===== src/rtl/power_seq_ctrl.sv =====
// rtl/power_seq_ctrl.sv - camera power-up, reset, configuration and frame-sync sequencer
module power_seq_ctrl #(
    parameter logic [23:0] T_PWDN      = 24'd50000,
    parameter logic [23:0] T_RST       = 24'd50000,
    parameter logic [23:0] T_SETTLE    = 24'd1000000,
    parameter logic [23:0] CFG_TIMEOUT = 24'd5000000,
    parameter logic [1:0]  MAX_RETRY   = 2'd3
) (
    input  logic       clk,
    input  logic       rst_n,
    input  logic       delay_done,
    input  logic       cfg_done,
    input  logic       cfg_err,
    input  logic       cam_vsync,
    output logic       cam_pwdn,
    output logic       cam_rst_n,
    output logic       cfg_start,
    output logic       capture_en,
    output logic       seq_fault,
    output logic [2:0] seq_state
);

    typedef enum logic [2:0] {
        S_IDLE   = 3'd0,
        S_PWDN   = 3'd1,
        S_RST    = 3'd2,
        S_SETTLE = 3'd3,
        S_CFG    = 3'd4,
        S_SYNC   = 3'd5,
        S_RUN    = 3'd6,
        S_FAULT  = 3'd7
    } state_t;

    state_t      state, state_nxt;
    logic [23:0] cnt, cnt_nxt;
    logic [1:0]  retry, retry_nxt;
    logic        vsync_d;
    logic        fail;
    logic        cam_pwdn_nxt, cam_rst_n_nxt, cfg_start_nxt, capture_en_nxt, seq_fault_nxt;

    // State, counters and registered outputs; outputs are precomputed from the next state
    always_ff @(posedge clk or negedge rst_n) begin
        if (!rst_n) begin
            state      <= S_IDLE;
            cnt        <= 24'd0;
            retry      <= 2'd0;
            vsync_d    <= 1'b0;
            cam_pwdn   <= 1'b1;
            cam_rst_n  <= 1'b0;
            cfg_start  <= 1'b0;
            capture_en <= 1'b0;
            seq_fault  <= 1'b0;
        end else begin
            state      <= state_nxt;
            cnt        <= cnt_nxt;
            retry      <= retry_nxt;
            vsync_d    <= cam_vsync;
            cam_pwdn   <= cam_pwdn_nxt;
            cam_rst_n  <= cam_rst_n_nxt;
            cfg_start  <= cfg_start_nxt;
            capture_en <= capture_en_nxt;
            seq_fault  <= seq_fault_nxt;
        end
    end

    // Next-state, counter and retry logic; each timed state leaves when its count reaches T-1
    always_comb begin
        state_nxt = state;
        cnt_nxt   = cnt + 24'd1;
        retry_nxt = retry;
        fail      = 1'b0;
        case (state)
            S_IDLE: begin
                cnt_nxt = 24'd0;
                if (delay_done) state_nxt = S_PWDN;
            end
            S_PWDN: begin
                if (cnt == T_PWDN - 24'd1) begin
                    state_nxt = S_RST;
                    cnt_nxt   = 24'd0;
                end
            end
            S_RST: begin
                if (cnt == T_RST - 24'd1) begin
                    state_nxt = S_SETTLE;
                    cnt_nxt   = 24'd0;
                end
            end
            S_SETTLE: begin
                if (cnt == T_SETTLE - 24'd1) begin
                    state_nxt = S_CFG;
                    cnt_nxt   = 24'd0;
                end
            end
            S_CFG: begin
                // An error wins over a simultaneous done; done on the last cycle still succeeds
                if (cfg_err) begin
                    fail = 1'b1;
                end else if (cfg_done) begin
                    state_nxt = S_SYNC;
                    retry_nxt = 2'd0;
                    cnt_nxt   = 24'd0;
                end else if (cnt == CFG_TIMEOUT - 24'd1) begin
                    fail = 1'b1;
                end
                if (fail) begin
                    cnt_nxt = 24'd0;
                    if (retry < MAX_RETRY) begin
                        retry_nxt = retry + 2'd1;
                        state_nxt = S_RST;
                    end else begin
                        state_nxt = S_FAULT;
                    end
                end
            end
            S_SYNC: begin
                cnt_nxt = 24'd0;
                if (vsync_d && !cam_vsync) state_nxt = S_RUN;
            end
            default: begin
                cnt_nxt = 24'd0;
            end
        endcase
    end

    // Output values for the state being entered; cfg_start marks the first cycle of each attempt
    always_comb begin
        cam_pwdn_nxt   = 1'b0;
        cam_rst_n_nxt  = 1'b1;
        capture_en_nxt = 1'b0;
        seq_fault_nxt  = 1'b0;
        cfg_start_nxt  = (state_nxt == S_CFG) && (state != S_CFG);
        case (state_nxt)
            S_IDLE, S_PWDN: begin
                cam_pwdn_nxt  = 1'b1;
                cam_rst_n_nxt = 1'b0;
            end
            S_RST: begin
                cam_rst_n_nxt = 1'b0;
            end
            S_RUN: begin
                capture_en_nxt = 1'b1;
            end
            S_FAULT: begin
                cam_pwdn_nxt  = 1'b1;
                cam_rst_n_nxt = 1'b0;
                seq_fault_nxt = 1'b1;
            end
            default: begin
                cam_pwdn_nxt = 1'b0;
            end
        endcase
    end

    assign seq_state = state;

endmodule

===== config.mk =====
export PLATFORM = sky130hd
export DESIGN_NAME = power_seq_ctrl
export DESIGN_NICKNAME = d
export VERILOG_FILES = /design/src/rtl/power_seq_ctrl.sv
export SDC_FILE = /design/constraint.sdc
export NUM_CORES = 1
export LEC_CHECK = 0
export CAP_MARGIN = 20
export CORE_MARGIN = 3
export CORE_UTILIZATION = 45
export DETAILED_ROUTE_END_ITERATION = 8
export GPL_TIMING_DRIVEN = 0
export PLACE_DENSITY = 0.69
export SYNTH_ARGS = -nofsm -noshare
export SYNTH_HDL_FRONTEND = slang
export SYNTH_SLANG_ARGS = --single-unit

===== constraint.sdc =====
create_clock -name clk -period 3.1 [get_ports clk]
set_clock_uncertainty 0.2 [all_clocks]
set_input_delay 0.31 -clock clk [delete_from_list [all_inputs] [get_ports clk]]
set_output_delay 0.31 -clock clk [all_outputs]
set_load 0.01 [all_outputs]

==> results.yml, run 1 <==
timing:
  hold_violations: 0
  maxSlewViolCount: 0
  max_slew_margin: 0.479
  post-route-period-util: 0.883
  fin_crit_ns: 2.74
  fmax_ghz: 0.365
  timing.hold.ws_ns: 0.275
  worst_pin_slew_ns: 0.782
  setup_viol: 0
  rsz0062_at_grt: "no"
  tns_ns: 0
yosys:
  synthCells: 198
  synth.avg_cell_area_um2: 9.66
  yosysWarnings: 0
  yosys.cell_count.top_type: "nor2_1"
  ys_seq_elements: 35
  seq_area_frac_synth: 0.459
  yosys-top-cells-count: "39 x nor2_1, 34 x dfrtp_1, 14 x xnor2_1"
  netlist-cell-type-count: 43
  synth-edff-count: 0
  async_flop_share: 1.00
  synth_top_area_share: 0.445
  synthesis.nets: 206
  yosys-top-cells-area: "dfrtp_1 45%, nor2_1 7.7%, xnor2_1 6.4%"
  netlist_area_um2: 1910
  yosys.area.top_type: "dfrtp_1"
  synth_ff_type: "dfrtp_1"
setup_path:
  r2r-end: "cnt[15]"
  cp.depth: 7
  reg2reg_slack_ns: 0.36
  crit_start: "cnt[7]"
  cp_data_arrival_time_ns: 2.72
  max_stage_delay_ns: 0.54
  crit_chain: "nor4_1 > nand4_1 > o211ai_1 > o31a_1 > o32a_2 > buf_2 > nor2_1"
  critPathCapture: "cnt[15]"
  critPathRequiredTime_ns: 3.08
  reg2reg_from: "cnt[7]"
  start_kind: "flip-flop"
  crit_type: "flip-flop to flip-flop"
  critPathBufInv: 1
  reg2reg_depth: 7
  end_kind: "flip-flop"
  cpMaxStageDelayCell: "nor4_1"
  path_delay_family: "simple AND/OR/NAND/NOR gates"
  worstPathMaxFanout: 10
detailed_routing:
  post-route-drc-count: 0
  drt_iter0_drc: 181
  vias: 1471
  finalWirelength_mm: 3.79
  wire_per_inst_um: 14.0
  final_antenna_net_count: 0
  vias_per_cell: 5.45
  drtPass1Iterations: 4
clocking:
  cts_tree: "built"
  cts_root_buffer: "clkbuf_8"
  cts.sinks: 35
  cts.path.max_buffers: 2
  cts_resized: 0
  clk_latency_ns: 0.29
  h-tree-depth: 2
  cts-buffers-inserted: 5
  path_clk_slew_ns: 0.08
floorplanning:
  die_y_um: 71.2
  io_pins: 14
  rows: 23
  die-area_um2: 5070
  die_w_um: 71.2
  initial_core_util: 0.471
  core_area_um2: 4060
place:
  port-buffer-count: 13
  post-dp-hpwl_mm: 2.71
  placedCellCount: 261
  gp_congestion: 0.816
  place_area_um2: 2100
grt:
  grt_first_pass_wirelength_mm: 6.72
  antenna_found_initial: 0
  grt.total_usage: 0.168
  grt_max_degree: 36
  grt_overflow_total: 0
  grt_pass1_vias: 1451
power:
  powerDensity_nw_per_um2: 369
  ir_drop_uv: 296
  cellLeakagePower_uw: 0.000887
  totalPowerFinal_uw: 810
cells_and_area:
  synthToLayoutAreaGrowth_pct: 15.0
  diodes: 0
  fillers: 379
  post-route-cell-area_um2: 2200
  finalNetCount: 227
  drive_gt1_frac: 0.114
  fin_cells: 270
hold_path:
  min_path_type: "flip-flop to flip-flop"
run_status:
  status: "finished clean"
job:
  cap_violations: 0
==> how the worst min path moves through the flow <==
| stage | depth (start not counted) | endpoint | startpoint | slack (ns) |
|---|---|---|---|---|
| after floorplan | 0 | cam_rst_n | rst_n | -0.19 |
| after global placement | 1 | cnt[0] | cnt[0] | 0.25 |
| after detailed placement | 1 | retry[0] | rst_n | 0.24 |
| after CTS | 1 | vsync_d | cam_vsync | 0.27 |
| after global routing | 1 | vsync_d | cam_vsync | 0.29 |
| final | 1 | cnt[0] | cnt[0] | 0.28 |
==> cell type report <==
class | instances | area, um2 | area share
Clock inverter | 3 | 20.0 | 0.00911
Timing Repair Buffer | 14 | 135 | 0.0615
Sequential cell | 35 | 877 | 0.399
Clock buffer | 5 | 68.8 | 0.0313
Multi-Input combinational cell | 149 | 957 | 0.435
Inverter | 8 | 30.0 | 0.0137
Buffer | 6 | 47.5 | 0.0216
Tap cell | 50 | 62.6 | 0.0285
==> cells by family (layout without fill, tap and decap cells) <==
kind of cell,after synthesis,count (layout),synth area share
simple gates,99,99,0.273
fa+ha+maj,2,2,0.0131
buf+inv,14,36,0.0406
xor+xnor,23,23,0.105
flops,35,35,0.459
mux,1,1,0.00524
compound gates,24,24,0.104
==> report_power, final <==
part / switching (uW) / internal (uW) / total [uW]
logic: 13.3 / 8.19 / 21.5
registers: 0.204 / 457 / 457
clock network: 175 / 156 / 331
total: 189 / 621 / 810
==> worst register-to-register path, stage by stage, from the launching register on <==
cell and delay, ns:
dfrtp_1 0.41, nor4_1 0.54, nand4_1 0.47, o211ai_1 0.30, o31a_1 0.16, o32a_2 0.20, buf_2 0.25, nor2_1 0.09
==> registers in the layout, summed over array words and instances (netlist names) <==
register	cells
cfg_start	1
cnt	24
vsync_d	1
capture_en	1
cam_pwdn	1
seq_state	3
seq_fault	1
retry	2
cam_rst_n	1
==> what timing repair did <==
item	4_1_cts	5_1_grt
setup buffers	0	0
hold endpoints to repair	34	0
hold buffers	1	0
setup endpoints to repair	0	0
==> placed cells by master, fill, tap and decap left out, drive strengths merged, types with 2 or more instances in the layout <==
| cell type | instances |
|---|---|
| nor2 | 39 |
| dfrtp | 34 |
| xnor2 | 14 |
| clkdlybuf4s50 | 13 |
| nand3 | 10 |
| nand2 | 10 |
| xor2 | 9 |
| inv | 8 |
| o21ai | 8 |
| and3 | 6 |
| clkbuf | 6 |
| nand4 | 6 |
| nor4 | 5 |
| buf | 5 |
| nor3 | 5 |
| a21oi | 4 |
| nor3b | 3 |
| or4 | 3 |
| nand4bb | 2 |
| nand4b | 2 |
| nand3b | 2 |
| o211ai | 2 |
| nor2b | 2 |
| ha | 2 |
| clkinvlp | 2 |
| a22oi | 2 |
==> metal layers <==
metal	vias to the layer above	wire, um	global-route usage	share of wire
met1	697	1740	0.228	0.46
met4	0	60	0.0647	0.016
met2	35	1780	0.262	0.47
met5	-	0	0	0
li1	732	-	-	-
met3	7	207	0.0384	0.055
==> stage by stage <==
stage / setup WS (ns) / util
after CTS: 0.406 / 0.542
after global placement: 0.453 / 0.519
after floorplan: 0.763 / -
after global routing: 0.0844 / 0.542
after detailed placement: 0.432 / 0.517
final: 0.362 / 0.542
Power figures use the tool's default switching activity.
==> run 2, diff against run 1 <==
--- a/config.mk
+++ b/config.mk
@@ -9,8 +9,9 @@
 export CORE_MARGIN = 3
 export CORE_UTILIZATION = 45
 export DETAILED_ROUTE_END_ITERATION = 8
+export DONT_BUFFER_PORTS = 1
 export GPL_TIMING_DRIVEN = 0
-export PLACE_DENSITY = 0.69
+export PLACE_DENSITY = 0.65
 export SYNTH_ARGS = -nofsm -noshare
 export SYNTH_HDL_FRONTEND = slang
 export SYNTH_SLANG_ARGS = --single-unit
==> run 2 against run 1 <==
Net effect:
- cell count fell by 4.1%
- register-to-register slack worse by 0.05 ns
- core utilization shrank 2.3 points
- via count is 2.6% higher
- count of clock-buffer cells in the layout is 2 higher
- critical path type unchanged
==> results.yml, run 2 (synthesized netlist as in run 1, its figures left out) <==
run_status:
  status: "finished clean"
clocking:
  path_clk_slew_ns: 0.07
  cts-buffers-inserted: 5
  cts_resized: 0
  clk_latency_ns: 0.29
  cts_setup_buffers: 0
  cts_tree: "built"
  cts_root_buffer: "clkbuf_8"
  cts.path.max_buffers: 2
  cts.sinks: 35
  h-tree-depth: 2
detailed_routing:
  drtPass1Iterations: 4
  wl_met1_mm: 1.78
  post-route-drc-count: 0
  vias_per_cell: 5.83
  drt_iter0_drc: 77
  vias: 1509
  top_layer: "met4"
  routed-wl-met3_um: 175
  finalWirelength_mm: 4.04
  final_antenna_net_count: 0
  wire_per_inst_um: 15.6
  wl_met2_mm: 2.01
cells_and_area:
  synthToLayoutAreaGrowth_pct: 10.1
  layout_commonest_cell: "nor2_1"
  diodes: 0
  largest_reg_flops: 24
  finalNetCount: 216
  drive_gt1_frac: 0.115
  mostFrequentLayoutCells: "39 x nor2_1, 34 x dfrtp_1, 14 x xnor2_1, 10 x nand3_1, 10 x nand2_1"
  regMostFlops: "cnt"
floorplanning:
  rows: 23
  die-area_um2: 5070
  initial_core_util: 0.471
  die_y_um: 71.2
  io_pins: 14
  core_area_um2: 4060
  die_w_um: 71.2
timing:
  max_slew_margin: 0.618
  post-route-period-util: 0.900
  timing.hold.ws_ns: 0.0321
  hold_violations: 0
  setup_viol: 0
  rsz0062_at_grt: "no"
  maxSlewViolCount: 0
  tns_ns: 0
  fmax_ghz: 0.358
  worst_pin_slew_ns: 0.568
  fin_crit_ns: 2.79
place:
  port-buffer-count: 0
  gp_congestion: 0.833
  post-dp-hpwl_mm: 2.93
grt:
  antenna_found_initial: 0
  grt_overflow_total: 0
  grt_max_degree: 36
  grt_pass1_vias: 1600
  grt.total_usage: 0.178
  grt_first_pass_wirelength_mm: 7.11
setup_path:
  cpMaxStageDelayCell: "nor4_1"
  crit_type: "flip-flop to flip-flop"
  end_kind: "flip-flop"
  r2r-end: "cnt[7]"
  cp_data_arrival_time_ns: 2.76
  crit_chain: "nor4_1 > nand4_1 > nor3_1 > o31a_1 > o32a_2 > buf_2 > nor2_1"
  critPathRequiredTime_ns: 3.07
  max_stage_delay_ns: 0.55
  start_kind: "flip-flop"
  worstPathMaxFanout: 10
  reg2reg_depth: 7
  reg2reg_from: "cnt[7]"
  crit_start: "cnt[7]"
  critPathCapture: "cnt[7]"
  reg2reg_slack_ns: 0.31
hold_path:
  hp-start: "cfg_err"
  min_path_type: "input pin to flip-flop"
power:
  cellLeakagePower_uw: 0.000859
  powerDensity_nw_per_um2: 387
  ir_drop_uv: 259
job:
  cap_violations: 0
## run 2: layer usage
| metal | global-route usage | up-vias |
|---|---|---|
| li1 | - | 709 |
| met1 | 0.202 | 754 |
| met2 | 0.312 | 35 |
| met3 | 0.0483 | 11 |
| met4 | 0.0772 | 0 |
| met5 | 0 | - |
## run 2: final cells by class
cell class | count | area, um2
Fill cell | 376 | 1950
Sequential cell | 35 | 877
Buffer | 6 | 47.5
Multi-Input combinational cell | 149 | 957
Clock inverter | 1 | 5.00
Tap cell | 50 | 62.6
Inverter | 8 | 30.0
Timing Repair Buffer | 3 | 40.0
Clock buffer | 7 | 86.3
## run 2: timing repair
item / 4_1_cts / 5_1_grt
endpoints found under the hold margin: 36 / 0
hold buffers: 3 / 0
endpoints found under the setup margin: 0 / 0
## run 2: worst min path at each step
stage,to,slack [ns],depth (start not counted)
after floorplan,cam_rst_n,-0.19,0
after global placement,vsync_d,-0.18,0
after detailed placement,cfg_start,-0.18,0
after CTS,retry[0],0.04,2
after global routing,retry[0],0.05,2
final,retry[0],0.03,2
## run 2: worst max-delay path, delay by kind of cell, from the launching register on
| family | cells | cell delay (ns) |
|---|---|---|
| and+or+nand+nor | 4 | 1.44 |
| DFF | 1 | 0.41 |
| buffers and inverters | 1 | 0.26 |
| AOI/OAI and AO/OA | 2 | 0.36 |
## run 2: per-stage QoR
step / setup slack (ns) / cell area [um2] / cells / total power [uW] / util
2_1_floorplan: 0.763 / 1910 / 198 / 471 / -
3_3_place_gp: 0.496 / 1970 / 248 / 471 / 0.487
3_5_place_dp: 0.344 / 1970 / 248 / 471 / 0.487
4_1_cts: 0.336 / 2110 / 259 / 823 / 0.519
5_1_grt: 0.153 / 2110 / 259 / 839 / 0.519
6_report: 0.309 / 2110 / 259 / 815 / 0.519
## run 2: power breakdown
part / internal (uW) / switching, uW
clock: 179 / 160
sequential: 457 / 0.184
combinational: 6.92 / 12.0
==> run 3, diff against run 2 <==
--- a/config.mk
+++ b/config.mk
@@ -11,7 +11,7 @@
 export DETAILED_ROUTE_END_ITERATION = 8
 export DONT_BUFFER_PORTS = 1
 export GPL_TIMING_DRIVEN = 0
-export PLACE_DENSITY = 0.65
+export PLACE_DENSITY = 0.67
 export SYNTH_ARGS = -nofsm -noshare
 export SYNTH_HDL_FRONTEND = slang
 export SYNTH_SLANG_ARGS = --single-unit
==> constraint.sdc (replaced) <==
create_clock -name clk -period 2.29 [get_ports clk]
set_clock_uncertainty 0.2 [all_clocks]
set_input_delay 0.229 -clock clk [delete_from_list [all_inputs] [get_ports clk]]
set_output_delay 0.229 -clock clk [all_outputs]
set_load 0.01 [all_outputs]
==> run 3 against run 2 <==
Net effect:
- the run now ends with setup timing left
- sequential power grew 35%
- register-to-register slack lost 0.43 ns
- via count shrank 2.1%
- largest cell class unchanged
- highest routed layer unchanged
==> results.yml, run 3 (synthesized netlist as in run 1, its figures left out) <==
run_status:
  status: "finished with violations"
  violations: "setup timing"
setup_path:
  reg2reg_slack_ns: -0.12
  end_kind: "flip-flop"
  critPathRequiredTime_ns: 2.27
  crit_type: "flip-flop to flip-flop"
  reg2reg_depth: 7
  cpMaxStageDelayCell: "or4_4"
  cp_data_arrival_time_ns: 2.39
  reg2reg_from: "cnt[19]"
  max_stage_delay_ns: 0.55
  critPathBufInv: 1
  worstPathMaxFanout: 10
  r2r-end: "cnt[23]"
  path_delay_family: "simple AND/OR/NAND/NOR gates"
  crit_chain: "or4_4 > or3_4 > o211ai_1 > o31a_1 > o32a_4 > buf_8 > nor2_1"
  start_kind: "flip-flop"
timing:
  post-route-period-util: 1.05
  maxSlewViolCount: 0
  worst_slack_ns: -0.124
  setup_viol: 27
  fmax_ghz: 0.414
  worst_pin_slew_ns: 0.559
  rsz0062_at_grt: "yes"
  tns_ns: -2.85
  fin_crit_ns: 2.41
  max_slew_margin: 0.625
  hold_violations: 0
cells_and_area:
  post-route-cell-area_um2: 2230
  regMostFlops: "cnt"
  finalNetCount: 224
  synthToLayoutAreaGrowth_pct: 16.8
  layout_commonest_cell: "nor2_1"
  drive_gt1_frac: 0.180
  largest_reg_flops: 24
  mostFrequentLayoutCells: "37 x nor2_1, 34 x dfrtp_1, 14 x xnor2_1, 10 x nand3_1"
  fillers: 373
  diodes: 0
power:
  totalPowerFinal_uw: 1110
  cellLeakagePower_uw: 0.000903
  ir_drop_uv: 351
  powerDensity_nw_per_um2: 498
hold_path:
  hp-start: "cfg_done"
  min_path_type: "input pin to flip-flop"
  holdPathStages: 3
  min_to: "retry[0]"
grt:
  grt.total_usage: 0.170
  grt_pass1_vias: 1403
  grt_overflow_total: 0
  antenna_found_initial: 0
  grt_first_pass_wirelength_mm: 6.72
  grt_max_degree: 36
floorplanning:
  io_pins: 14
  initial_core_util: 0.471
  core_area_um2: 4060
  die-area_um2: 5070
  die_y_um: 71.2
  rows: 23
  die_w_um: 71.2
detailed_routing:
  post-route-drc-count: 0
  final_antenna_net_count: 0
  finalWirelength_mm: 3.95
  drtPass1Iterations: 5
  wire_per_inst_um: 14.8
  vias_per_cell: 5.54
  vias: 1478
  drt_iter0_drc: 69
clocking:
  path_clk_slew_ns: 0.07
  clk_latency_ns: 0.29
  cts.sinks: 35
  cts.path.max_buffers: 2
  cts_root_buffer: "clkbuf_8"
  h-tree-depth: 2
  cts_tree: "built"
  cts-buffers-inserted: 5
place:
  port-buffer-count: 0
  place_area_um2: 2000
  post-dp-hpwl_mm: 2.70
  gp_congestion: 0.794
  preCtsSetupSlack_ns: -0.322
job:
  cap_violations: 0
[run 3: changes by cell type in the layout (fill, tap and decap cells not counted), sizes merged]
cell         delta
buf             +7
dlygate4sd3     +1
[run 3: per-layer routing]
metal | part of all wire | GRT usage | up-vias
met5 | 0 | 0 | -
met4 | 0.0081 | 0.0752 | 0
met3 | 0.043 | 0.0398 | 4
met2 | 0.48 | 0.264 | 27
met1 | 0.47 | 0.226 | 713
li1 | - | - | 734
[run 3: stage by stage]
step | hold WS, ns | cells | utilization
after floorplan | -0.267 | 198 | -
after global placement | -0.265 | 248 | 0.492
after detailed placement | -0.265 | 248 | 0.492
after CTS | 0.0134 | 266 | 0.546
after global routing | 0.0322 | 267 | 0.550
final | 0.00975 | 267 | 0.550
[run 3: worst max path at each step]
stage,cells after the start,start,endpoint
6_report,7,cnt[19],cnt[23]
5_1_grt,7,cnt[19],cnt[19]
4_1_cts,7,cnt[19],cnt[22]
3_5_place_dp,7,cnt[7],cnt[21]
3_3_place_gp,7,cnt[7],cnt[18]
2_1_floorplan,7,cnt[19],cnt[18]
[run 3: repair_timing]
item,CTS,global route
hold buffers,4,0
pin swaps,4,0
setup buffers,6,1
cloned,0,0
endpoints found under the hold margin,38,0
gates resized for setup,8,4
endpoints found under the setup margin,31,30
[run 3: worst register-to-register path: cells and delay by family, from the launching register on]
family	cells	cell delay [ns]
DFF	1	0.41
AOI/OAI and AO/OA	3	0.58
buffers and inverters	1	0.15
and+or+nand+nor	3	0.97
[run 3: cell type report]
type	count	area, um2	share of cell area
clock buffer	7	86.3	0.0387
timing repair buffer	11	106	0.0476
buffer	6	67.6	0.0303
inverter	8	30.0	0.0134
clock inverter	1	5.00	0.00224
multi-input combinational	149	998	0.447
tap	50	62.6	0.0280
sequential	35	877	0.393
[run 3: report_power, final]
part	leakage, uW	total (uW)	internal [uW]	switching (uW)
clock network	0.0000482	466	243	224
registers	0.000437	619	619	0.260
logic	0.000418	26.8	10.5	16.3
total	0.000903	1110	872	240
